--- src/rtl/hamming74_decoder.sv ---
// Hamming(7,4) decoder: syndrome in stage 1, optional single-bit correction in stage 2,
// valid/ready on both sides and a saturating count of delivered words with a nonzero syndrome.
module hamming74_decoder #(
    parameter int CNT_W = 8
) (
    input  logic             clk,
    input  logic             rst,
    input  logic             in_valid,
    output logic             in_ready,
    input  logic [6:0]       cw_in,
    input  logic             correct_en,
    output logic             out_valid,
    input  logic             out_ready,
    output logic [3:0]       data_out,
    output logic             err_det,
    output logic [2:0]       err_pos,
    output logic             corrected,
    input  logic             cnt_clr,
    output logic [CNT_W-1:0] err_cnt
);

    localparam logic [CNT_W-1:0] CNT_MAX = '1;

    logic       advance;
    logic [2:0] syn_in;
    logic       v1;
    logic [3:0] data1;
    logic       ce1;
    logic [2:0] syn1;
    logic       fix_en;
    logic [3:0] data_fix;
    logic       deliver_err;

    assign advance  = !out_valid || out_ready;
    assign in_ready = advance;

    assign syn_in[0] = cw_in[0] ^ cw_in[2] ^ cw_in[4] ^ cw_in[6];
    assign syn_in[1] = cw_in[1] ^ cw_in[2] ^ cw_in[5] ^ cw_in[6];
    assign syn_in[2] = cw_in[3] ^ cw_in[4] ^ cw_in[5] ^ cw_in[6];

    // Only the data bits are carried forward; a flipped parity bit never reaches data_out,
    // so the syndrome alone is enough to describe it.
    always_comb begin
        fix_en   = ce1 && (syn1 != 3'd0);
        data_fix = data1;
        if (fix_en) begin
            case (syn1)
                3'd3:    data_fix[0] = ~data1[0];
                3'd5:    data_fix[1] = ~data1[1];
                3'd6:    data_fix[2] = ~data1[2];
                3'd7:    data_fix[3] = ~data1[3];
                default: data_fix    = data1;
            endcase
        end
    end

    always_ff @(posedge clk) begin
        if (rst) begin
            v1        <= 1'b0;
            data1     <= 4'd0;
            ce1       <= 1'b0;
            syn1      <= 3'd0;
            out_valid <= 1'b0;
            data_out  <= 4'd0;
            err_det   <= 1'b0;
            err_pos   <= 3'd0;
            corrected <= 1'b0;
        end else if (advance) begin
            v1        <= in_valid;
            data1     <= {cw_in[6], cw_in[5], cw_in[4], cw_in[2]};
            ce1       <= correct_en;
            syn1      <= syn_in;
            out_valid <= v1;
            data_out  <= data_fix;
            err_det   <= (syn1 != 3'd0);
            err_pos   <= syn1;
            corrected <= fix_en;
        end
    end

    assign deliver_err = out_valid && out_ready && err_det;

    // Clear beats a same-edge increment; the count sticks at all-ones.
    always_ff @(posedge clk) begin
        if (rst || cnt_clr) begin
            err_cnt <= '0;
        end else if (deliver_err && (err_cnt != CNT_MAX)) begin
            err_cnt <= err_cnt + 1'b1;
        end
    end

endmodule

--- config.mk ---
export PLATFORM = sky130hd
export DESIGN_NAME = hamming74_decoder
export DESIGN_NICKNAME = d
export VERILOG_FILES = /design/src/rtl/hamming74_decoder.sv
export SDC_FILE = /design/constraint.sdc
export NUM_CORES = 1
export LEC_CHECK = 0
export CAP_MARGIN = 10
export CORE_MARGIN = 8
export CORE_UTILIZATION = 50
export CTS_CLUSTER_SIZE = 16
export DETAILED_ROUTE_END_ITERATION = 10
export GPL_ROUTABILITY_DRIVEN = 0
export HOLD_SLACK_MARGIN = 0.06
export PLACE_DENSITY = 0.83
export SETUP_SLACK_MARGIN = 0.2
export SKIP_CTS_REPAIR_TIMING = 1
export SYNTH_ARGS = -nofsm -noshare
export SYNTH_HDL_FRONTEND = slang
export SYNTH_SLANG_ARGS = --single-unit
--- constraint.sdc ---
create_clock -name clk -period 3.7 [get_ports clk]
set_input_delay 0.37 -clock clk [delete_from_list [all_inputs] [get_ports clk]]
set_output_delay 0.37 -clock clk [all_outputs]
set_load 0.02 [all_outputs]
[After elaboration in Yosys (flattened, before gate mapping)]
Cells that the tools add are included.
Word-level totals
  output and inout bits: 19
  bits of input ports: 13
  bits in registers: 27
  logic and storage cells: 42
Operators by class
  equality and inequality tests: 5
  add/sub/neg operators: 1
  bitwise gates (word level): 13
  mux-type cells: 5
  reductions and logical operators: 8
Operators by type and width (number)
  $eq 3x3->1 const B: 3
  $xor 1x1->1: 9
  $add 8x1->8 const B: 1
  $ne 8x8->1 const B: 1
  $logic_and 1x1->1: 4
  $mux 1: 4
  $mux 4: 1
  $not 1->1: 4
  $eq 3x2->1 const B: 1
  $reduce_bool 3->1: 1
  $logic_or 1x1->1: 2
  $logic_not 1->1: 1

[Depth between registers and ports, before layout]
  depth in word-level cells: 3
  mapped depth: 5
  mapped depth without buffers: 5

[Worst setup path before layout]
OpenSTA, ideal clock, no wires.
  kind: reg-to-output
  start point: register out_valid
  end point: output in_ready
  data required time: 3.330 ns
  cell stages (with the launch flop): 4
  slack: 2.280 ns
  buffers on the path: 1
  data arrival time: 1.050 ns
  cell sequence: dfxtp_1 nor2b_1 inv_1 buf_2
Between the ends
  longest elaborated chain between the ends: 2
Ends and longest elaborated chain
  from (decl): line 12  | output logic out_valid,
  from (signal assigned): line 73  | out_valid <= v1;
  $logic_not 1->1: line 34  | assign advance = !out_valid || out_ready;
  $logic_or 1x1->1: line 34
  to (decl): line 9  | output logic in_ready,
Every way passes these cells.

[Worst setup path in the final report]
  start point: input out_ready
  end point: output in_ready
Between the ends
  longest elaborated chain between the ends: 1
Ends and longest elaborated chain
  from (decl): line 13  | input logic out_ready,
  $logic_or 1x1->1: line 34
Every way passes these cells.

==> results.toml <==
[logic_synthesis]
synth_top_area_frac = 0.466
ys_top_cells_by_area = "dfxtp_1, xor2_1, nand2_1"
yosysTopAreaCell = "dfxtp_1"
synth_seq_cells = 27
yosysMostFrequentCell = "dfxtp_1"
ys.flop_type = "dfxtp_1"
synth_area_mm2 = 0.00116
synth_edf_count = 0
yosysSeqAreaShare = 0.466
synth_area_per_cell_um2 = 8.67
synth_cell_types = 29
synth_warnings = 0
synth_cells = 134
synth_common_cells = "dfxtp_1, nand2_1, nor2_1"
synthArstFlopShare = 0
syn_nets = 148

[drt]
first_iter_violations = 35
drtAntennaViolNets = 0
routedWlPerCell_um = 12.8
vias = 1013
viasPerCell = 5.25
dr.pass1.iters = 4
drc = 0
routed_wl_um = 2470

[clock_network]
cts_sinks = 27
root_buffer = "clkbuf_4"
cts_tree = "built"
clkSlewWorstSetupHoldPaths_ps = 140
cts.path.max_buffers = 2
htree_levels = 1
clk_latency_ps = 320
numCtsBuffers = 3

[final_layout]
n_fill_cell = 199
nets = 180
areaGrowthSynthToFinish_pct = 31.1
multi_input_area_um2 = 591
diodes = 0
regArea_um2 = 541
drive_gt1_frac = 0.0545

[die]
dieArea_mm2 = 0.00412
die_w_um = 64.2
coreArea_mm2 = 0.00221
die_h_um = 64.2
io_pins = 32
rows = 17
start_util = 0.525

[sta]
worstMarginPinSlew_ps = 698
fin_tns_setup_ps = 0
period_share = 0.571
hold_viol_final = 0
fin_crit_ps = 2110
fmax_mhz = 474
setup_viol = 0
worst_slack_ps = 1590
clock-skew-final_ps = 3.89
rsz0062_at_grt = "no"
slew_viol_final = 0
slew_headroom = 0.533

[worst_setup_path]
cp-startpoint = "out_ready"
critPathRequiredTime_ps = 3330
crit_path_end_kind = "output port"
crit_chain = "clkdlybuf4s50_1 > nor2b_1 > buf_4 > inv_1 > clkdlybuf4s50_1"
crit_top_cell = "clkdlybuf4s50_1"
crit_arrival_ps = 1740
crit_fanout = 14
cp_slowest_stage_delay_ps = 600
crit_path_start_kind = "primary input"
worstReg2RegStart = "err_cnt[0]$_SDFFE_PP0P_"
critPathKind = "in -> out"
slowest_stage = "clkdlybuf4s50_1"

[placement]
hpwl_um = 1920
io_buffer_count = 31
pre_cts_slack_ps = 1580

[global_route]
grt_pass1_vias = 1045
overflow = 0
grt_max_degree = 25
grt_first_pass_wirelength_um = 4320
antenna_found_initial = 0
grt_use_total = 0.126

[power_and_ir_drop]
power_density_mw_per_mm2 = 354
ir_drop_v = 0.000239
p_leak_uw = 0.000573

[worst_hold_path]
min_from = "v1$_SDFFE_PP0P_"
holdCritPathClass = "reg -> reg"

[run]
drv_cap = 0

[status]
run_status = "complete, no violations"
registers in the layout, indices dropped and copies added (netlist names):
register and count:
err_pos 3, syn1 3, v1 1, out_valid 1
data_out 4, data1 4, err_det 1, corrected 1
err_cnt 8, ce1 1
area by class of cell:
class | instances | area share
Inverter | 1 | 0.00247
Clock buffer | 3 | 0.0148
Clock inverter | 1 | 0.00329
Timing Repair Buffer | 33 | 0.214
Multi-Input combinational cell | 100 | 0.388
Tap cell | 28 | 0.0230
Sequential cell | 27 | 0.355
cell usage in the layout (no fill, tap or decap), types with 3 or more instances in the layout:
master / Yosys / final
nor2_1: 17 / 17
a21oi_1: 12 / 12
nand4_1: 3 / 3
nand4b_1: 3 / 3
xnor2_1: 6 / 6
clkdlybuf4s50_1: 0 / 31
nand2_1: 20 / 20
xor2_1: 11 / 11
nand3_1: 3 / 3
a211oi_1: 6 / 6
dfxtp_1: 27 / 27
clkbuf_4: 0 / 3
where the power goes:
group | switching, uW | total [uW] | internal [uW]
registers | 17.4 | 326 | 308
clock network | 83.4 | 124 | 40.5
logic | 41.7 | 89.4 | 47.6
total | 143 | 539 | 396
cells by family (layout without fill, tap and decap cells):
kind of cell,after synthesis,in the layout,synth area share
adder cells (fa/ha/maj),1,1,0.0108
AO/OA/AOI/OAI,24,24,0.128
XOR/XNOR,17,17,0.128
flip-flops,27,27,0.466
multiplexers,1,1,0.00862
AND/OR/NAND/NOR,57,57,0.233
buffers and inverters,7,38,0.0259
worst paths after layout:
kind	endpoint	slack [ps]	depth (start not counted)
setup / recovery	in_ready	1590	5
hold / removal	v1$_SDFFE_PP0P_	460	2
setup reg to reg	err_cnt[5]$_SDFFE_PP0P_	2250	5
hold reg to reg	v1$_SDFFE_PP0P_	460	2
stage by stage:
stage | instance area [um^2] | hold slack, ps | power (uW) | utilization | instances
floorplan | 1160 | 432 | 379 | - | 134
global placement | 1500 | 443 | 418 | 0.676 | 189
detailed placement | 1500 | 444 | 422 | 0.676 | 189
CTS | 1520 | 463 | 544 | 0.688 | 193
global route | 1520 | 499 | 567 | 0.688 | 193
finish | 1520 | 461 | 539 | 0.688 | 193
layer usage:
metal  global-route usage  vias up  share of wire
li1                     -      527              -
met1                0.125      461           0.43
met2                0.233       21           0.50
met3               0.0383        4          0.057
met4               0.0572        0          0.015
met5                    0        -              0
critical path: cells and delay by family:
kind                   cells  cell delay [ps]
buffers and inverters      4             1320
and+or+nand+nor            1               50
Power figures use the tool's default switching activity.
